--- src/rtl/cpu_defs_pkg.sv ---
// Shared definitions for the hardwired control unit: opcodes, IR field
// positions, sequencer state encoding and decoded instruction classes.
package cpu_defs_pkg;

  localparam int unsigned NREG = 16;
  localparam int unsigned OPW  = 5;
  localparam int unsigned REGW = 4;
  localparam int unsigned IRW  = 32;
  localparam int unsigned CLSW = 3;

  localparam int unsigned OP_MSB = 31;
  localparam int unsigned OP_LSB = 27;
  localparam int unsigned RA_MSB = 26;
  localparam int unsigned RA_LSB = 23;
  localparam int unsigned RB_MSB = 22;
  localparam int unsigned RB_LSB = 19;
  localparam int unsigned RC_MSB = 18;
  localparam int unsigned RC_LSB = 15;

  localparam logic [OPW-1:0] OP_ADD  = 5'b00011;
  localparam logic [OPW-1:0] OP_SUB  = 5'b00100;
  localparam logic [OPW-1:0] OP_SHR  = 5'b00101;
  localparam logic [OPW-1:0] OP_SHL  = 5'b00110;
  localparam logic [OPW-1:0] OP_ROR  = 5'b00111;
  localparam logic [OPW-1:0] OP_ROL  = 5'b01000;
  localparam logic [OPW-1:0] OP_AND  = 5'b01001;
  localparam logic [OPW-1:0] OP_OR   = 5'b10001;
  localparam logic [OPW-1:0] OP_MUL  = 5'b01111;
  localparam logic [OPW-1:0] OP_DIV  = 5'b10000;
  localparam logic [OPW-1:0] OP_NOP  = 5'b11000;
  localparam logic [OPW-1:0] OP_HALT = 5'b11001;

  typedef enum logic [3:0] {
    ST_IDLE = 4'd0,
    ST_T0   = 4'd1,
    ST_T1   = 4'd2,
    ST_T2   = 4'd3,
    ST_T3   = 4'd4,
    ST_T4   = 4'd5,
    ST_T5   = 4'd6,
    ST_T6   = 4'd7,
    ST_HALT = 4'd8
  } state_e;

  typedef enum logic [CLSW-1:0] {
    CLS_ALU    = 3'd0,
    CLS_MULDIV = 3'd1,
    CLS_NOP    = 3'd2,
    CLS_HALT   = 3'd3,
    CLS_ILL    = 3'd4
  } op_class_e;

  // Strobes whose value is a function of the sequencer state alone
  typedef struct packed {
    logic pc_out;
    logic zlow_out;
    logic zhigh_out;
    logic mdr_out;
    logic mar_in;
    logic z_in;
    logic pc_in;
    logic mdr_in;
    logic ir_in;
    logic hi_in;
    logic lo_in;
    logic inc_pc;
    logic read;
    logic run;
  } strobe_t;

  function automatic logic [NREG-1:0] reg_onehot(input logic [REGW-1:0] idx);
    reg_onehot = NREG'(1) << idx;
  endfunction

endpackage

--- src/rtl/ir_decoder.sv ---
// Combinational instruction decode: opcode class plus one-hot register
// selects for the Ra/Rb/Rc fields.
module ir_decoder
  import cpu_defs_pkg::*;
(
  input  logic [IRW-1:0]  ir_i,
  output logic [CLSW-1:0] cls_o,
  output logic [NREG-1:0] ra_sel_o,
  output logic [NREG-1:0] rb_sel_o,
  output logic [NREG-1:0] rc_sel_o
);

  logic [OPW-1:0] op;
  op_class_e      cls;
  logic           unused_ir_low;

  assign op            = ir_i[OP_MSB:OP_LSB];
  assign unused_ir_low = ^ir_i[RC_LSB-1:0];

  always_comb begin
    cls = CLS_ILL;
    unique case (op)
      OP_ADD, OP_SUB, OP_SHR, OP_SHL,
      OP_ROR, OP_ROL, OP_AND, OP_OR: cls = CLS_ALU;
      OP_MUL, OP_DIV:                cls = CLS_MULDIV;
      OP_NOP:                        cls = CLS_NOP;
      OP_HALT:                       cls = CLS_HALT;
      default:                       cls = CLS_ILL;
    endcase
  end

  assign cls_o    = CLSW'(cls);
  assign ra_sel_o = reg_onehot(ir_i[RA_MSB:RA_LSB]);
  assign rb_sel_o = reg_onehot(ir_i[RB_MSB:RB_LSB]);
  assign rc_sel_o = reg_onehot(ir_i[RC_MSB:RC_LSB]);

endmodule

--- src/rtl/control_sequencer.sv ---
// Hardwired control unit: fetch/decode/execute T-state sequencer producing
// full-cycle Datapath strobes, registered from the next state wherever IR allows.
module control_sequencer
  import cpu_defs_pkg::*;
(
  input  logic            Clock,
  input  logic            Reset,
  input  logic            Start,
  input  logic            MemReady,
  input  logic [IRW-1:0]  IR,
  output logic            PCout,
  output logic            Zlowout,
  output logic            Zhighout,
  output logic            MDRout,
  output logic            MARin,
  output logic            Zin,
  output logic            PCin,
  output logic            MDRin,
  output logic            IRin,
  output logic            Yin,
  output logic            HIin,
  output logic            LOin,
  output logic            IncPC,
  output logic            Read,
  output logic [NREG-1:0] GPRin,
  output logic [NREG-1:0] GPRout,
  output logic            Run,
  output logic            Illegal
);

  state_e          state_q, state_d;
  strobe_t         strb_q, strb_d;
  logic [NREG-1:0] gpr_in_q, gpr_in_d;
  logic [NREG-1:0] gpr_out_q, gpr_out_d;
  logic            t3_q, t3_d;

  logic [CLSW-1:0] cls_raw;
  op_class_e       cls;
  logic [NREG-1:0] ra_sel, rb_sel, rc_sel;
  logic            exec;

  ir_decoder u_ir_decoder (
    .ir_i     (IR),
    .cls_o    (cls_raw),
    .ra_sel_o (ra_sel),
    .rb_sel_o (rb_sel),
    .rc_sel_o (rc_sel)
  );

  assign cls  = op_class_e'(cls_raw);
  assign exec = (cls == CLS_ALU) || (cls == CLS_MULDIV);

  // Next-state sequencing
  always_comb begin
    state_d = state_q;
    unique case (state_q)
      ST_IDLE, ST_HALT: if (Start) state_d = ST_T0;
      ST_T0:            state_d = ST_T1;
      ST_T1:            if (MemReady) state_d = ST_T2;
      ST_T2:            state_d = ST_T3;
      ST_T3: begin
        unique case (cls)
          CLS_ALU, CLS_MULDIV: state_d = ST_T4;
          CLS_HALT:            state_d = ST_HALT;
          default:             state_d = ST_T0;
        endcase
      end
      ST_T4:            state_d = ST_T5;
      ST_T5:            state_d = (cls == CLS_MULDIV) ? ST_T6 : ST_T0;
      ST_T6:            state_d = ST_T0;
      default:          state_d = ST_IDLE;
    endcase
  end

  // Strobes for the upcoming state; IR is stable from T3 on, so T4..T6 selects
  // can be precomputed here. T3's own IR-dependent strobes are gated below.
  always_comb begin
    strb_d    = '0;
    gpr_in_d  = '0;
    gpr_out_d = '0;
    t3_d      = 1'b0;
    unique case (state_d)
      ST_T0: begin
        strb_d.pc_out = 1'b1;
        strb_d.mar_in = 1'b1;
        strb_d.inc_pc = 1'b1;
        strb_d.z_in   = 1'b1;
      end
      ST_T1: begin
        strb_d.zlow_out = 1'b1;
        strb_d.read     = 1'b1;
        strb_d.mdr_in   = 1'b1;
        strb_d.pc_in    = (state_q != ST_T1);
      end
      ST_T2: begin
        strb_d.mdr_out = 1'b1;
        strb_d.ir_in   = 1'b1;
      end
      ST_T3: t3_d = 1'b1;
      ST_T4: begin
        gpr_out_d   = rc_sel;
        strb_d.z_in = 1'b1;
      end
      ST_T5: begin
        strb_d.zlow_out = 1'b1;
        if (cls == CLS_MULDIV) strb_d.lo_in = 1'b1;
        else                   gpr_in_d     = ra_sel;
      end
      ST_T6: begin
        strb_d.zhigh_out = 1'b1;
        strb_d.hi_in     = 1'b1;
      end
      default: ;
    endcase
    strb_d.run = (state_d != ST_IDLE) && (state_d != ST_HALT);
  end

  always_ff @(posedge Clock) begin
    if (Reset) begin
      state_q   <= ST_IDLE;
      strb_q    <= '0;
      gpr_in_q  <= '0;
      gpr_out_q <= '0;
      t3_q      <= 1'b0;
    end else begin
      state_q   <= state_d;
      strb_q    <= strb_d;
      gpr_in_q  <= gpr_in_d;
      gpr_out_q <= gpr_out_d;
      t3_q      <= t3_d;
    end
  end

  assign PCout    = strb_q.pc_out;
  assign Zlowout  = strb_q.zlow_out;
  assign Zhighout = strb_q.zhigh_out;
  assign MDRout   = strb_q.mdr_out;
  assign MARin    = strb_q.mar_in;
  assign Zin      = strb_q.z_in;
  assign PCin     = strb_q.pc_in;
  assign MDRin    = strb_q.mdr_in;
  assign IRin     = strb_q.ir_in;
  assign HIin     = strb_q.hi_in;
  assign LOin     = strb_q.lo_in;
  assign IncPC    = strb_q.inc_pc;
  assign Read     = strb_q.read;
  assign Run      = strb_q.run;
  assign GPRin    = gpr_in_q;

  // IR is first valid in T3, so its decode is gated by the registered T3 flag
  assign Yin     = t3_q & exec;
  assign Illegal = t3_q & (cls == CLS_ILL);
  assign GPRout  = (t3_q && exec) ? rb_sel : gpr_out_q;

endmodule

--- config.mk ---
export PLATFORM = sky130hd
export DESIGN_NAME = control_sequencer
export DESIGN_NICKNAME = d
export VERILOG_FILES = /design/src/rtl/cpu_defs_pkg.sv /design/src/rtl/ir_decoder.sv /design/src/rtl/control_sequencer.sv
export SDC_FILE = /design/constraint.sdc
export NUM_CORES = 1
export LEC_CHECK = 0
export ABC_AREA = 1
export CAP_MARGIN = 20
export CORE_ASPECT_RATIO = 1.4
export CORE_MARGIN = 3
export CORE_UTILIZATION = 35
export CTS_BUF_LIST = sky130_fd_sc_hd__clkbuf_8 sky130_fd_sc_hd__clkbuf_16
export CTS_CLUSTER_SIZE = 40
export DETAILED_ROUTE_END_ITERATION = 16
export PLACE_DENSITY = 0.66
export SLEW_MARGIN = 20
export SYNTH_ARGS = -nofsm -noshare
export SYNTH_HDL_FRONTEND = slang
export SYNTH_HIERARCHICAL = 1
export SYNTH_SLANG_ARGS = --single-unit
--- constraint.sdc ---
create_clock -name Clock -period 2.4 [get_ports Clock]
set_clock_uncertainty 0.15 [all_clocks]
set_input_delay 0.6 -clock Clock [delete_from_list [all_inputs] [get_ports Clock]]
set_output_delay 0.6 -clock Clock [all_outputs]
set_load 0.005 [all_outputs]
==> qor.yml <==
crit_path_top_delay_cell: "buf_6"
finalNonFillerCells: 504
cts_hold_buf: 0
portBuffers: 68
route.detailed.drc: 0
period_share: 1.05
top_level_ports: 84
relSlewSlack: 0.781
violations: "negative setup slack"
cts_buffers: 5
peakVddDrop_mv: 0.374
power.static_leakage_nw: 1.50
cp-start-kind: "input pin"
die_h_um: 100
antenna_found_initial: 0
cp_top_family: "simple AND/OR/NAND/NOR gates"
path_cells: "buf_8, nor2_4, nand2_1, nand2_1, nand2_2, nor2_4, inv_2, nor2_4, buf_6, buf_6, nand2_2, nand2_2, buf_6"
maxCapViolCount: 0
synthesis.instances: 347
cts_tree: "built"
place_congestion: 0.871
fmax_mhz: 398
grt_pass1_wl_mm: 8.65
rsz0062_at_grt: "true"
path_class: "input pin to output port"
tightest_slew_ns: 0.327
clock_latency_ns: 0.29
setup_viol: 16
core_area_sq_um: 6030
cts.sinks: 46
layout.nets: 469
grt_usage: 0.145
dp_cells: 488
synth_cell_types: 19
p_per_area_nw_per_um2: 470
synth_fp_nets: 383
ys_warn_count: 6
hold_slack_ns: 0.438
cts_root_buf: "clkbuf_8"
die_x_um: 73.4
seq_area_frac_synth: 0.414
crit_arrival_ns: 1.76
hold_path_class: "flip-flop to flip-flop"
start_util: 0.369
cp_num_buf_inv: 5
synth_area_sq_um: 2230
crit_fanout: 3
fp.dieArea_sq_um: 7370
worst_setup_path_end_kind: "output port"
path_clk_slew_ns: 0.08
hpwl_mm: 4.02
drtPass1Iterations: 4
status: "complete, but fails checks"
utilization: 0.538
setup_slack_ns: -0.111
cp_data_required_time_ns: 1.65
vias_per_cell: 4.52
slew_viol_final: 0
post-place-ws_ns: -0.977
std_cell_rows: 33
antenna_left: 0
clockBufferDepth: 2
area_delta_synth_final_pct: 45.8
max_stage_delay_ns: 0.14
grt_start_max_net_pins: 17
syn_avg_cell_area_sq_um: 6.41
post_drt_wl_per_cell_um: 10.4
finalPower_w: 0.00153
synth-seq-cells: 46
hold_violations: 0
drt_iter0_markers: 42
n_antenna_cell: 0
totalWireLength_mm: 5.24
dr_total_vias: 2276
grt-ovfl-total: 0
grt_pass1_vias: 2123
fin_crit_ns: 2.51
htree_levels: 2
drive_above_1_share: 0.247
[worst paths after layout]
path	from	end	slack, ns	cells past startpoint
hold / removal	state_q[0]	t3_q	0.44	2
setup / recovery	IR[31]	GPRout[2]	-0.11	13
hold reg to reg	state_q[0]	t3_q	0.44	2
setup reg to reg	state_q[3]	PCin	0.95	6
[placed cells by master, fill, tap and decap left out, types with 3 or more instances in the layout]
cell type	instances
buf_2	17
nor2_4	5
clkbuf_8	6
nor2_1	96
nand3_1	34
dfxtp_1	46
nand2_2	14
buf_4	17
buf_12	3
clkdlybuf4s50_1	45
inv_2	16
inv_1	45
nand2_1	57
nor2_2	6
buf_6	7
[through the flow]
| stage | cell area (sq um) | TNS (ns) |
|---|---|---|
| 2_1_floorplan | 2230 | 0 |
| 3_3_place_gp | 3070 | -18.45 |
| 3_5_place_dp | 3070 | -20.14 |
| 4_1_cts | 3210 | -1.36 |
| 5_1_grt | 3250 | -2.64 |
| 6_report | 3250 | -1.46 |
[state kept, by name, indices dropped and copies added, names as in the netlist]
register and cells:
Zin 1, IncPC 1, PCin 1, LOin 1, IRin 1, Run 1
GPRin 16, Read 1, Zlowout 1, t3_q 1, HIin 1, state_q 4
gpr_out_q 16
[cells in the mapped netlist]
cell     number  share of area
nor3_2        3          0.013
nor2_8        1         0.0090
nand3_2       1         0.0045
buf_4         8          0.027
nand4_2       2          0.011
nand3_1      34          0.076
a21oi_1       1         0.0022
nor2_2        5          0.014
inv_1        46          0.078
nor3_1        2         0.0045
buf_2         5          0.011
nor2_1      100           0.17
inv_2        17          0.029
nand2_2       1         0.0028
nor2_4        2          0.010
nor4_1        1         0.0028
o21ai_0       1         0.0022
nand2_1      71           0.12
dfxtp_1      46           0.41
[power by group]
part           internal, W  switching [W]
Clock             0.000231       0.000242
Sequential        0.000781      0.0000127
Combinational     0.000126       0.000134
[tightest hold or removal path: stages (launching register included)]
cell and delay, ns:
dfxtp_1 0.38, nand3_1 0.12, nor2_1 0.04
[kinds of logic (layout without fill, tap and decap cells)]
| family | count (synthesis) | in the layout | share of synthesized area |
|---|---|---|---|
| flops | 46 | 46 | 0.414 |
| buf+inv | 76 | 163 | 0.144 |
| compound gates | 2 | 2 | 0.00449 |
| simple gates | 223 | 223 | 0.437 |
[metal layers]
metal | up-vias | global-route usage | wire [um]
met2 | 56 | 0.267 | 2800
met4 | 0 | 0.0669 | 110
met5 | - | 0 | 0
li1 | 1195 | - | -
met3 | 9 | 0.0321 | 339
met1 | 1016 | 0.153 | 1980
[cell type report]
class                      instances  area (sq um)
sequential                        46           921
timing repair buffer              92           837
tap                               70          87.6
clock buffer                       6          82.6
multi-input combinational        225          1060
inverter                          63           244
fill                             599          2780
clock inverter                     2          12.5
[timing repair]
item | in CTS | in global routing
gates cloned | 1 | 0
pin swaps | 19 | 11
gates resized for setup | 116 | 18
setup buffers | 6 | 2
endpoints found under the setup margin | 18 | 18
(Power assumes the default switching activity.)
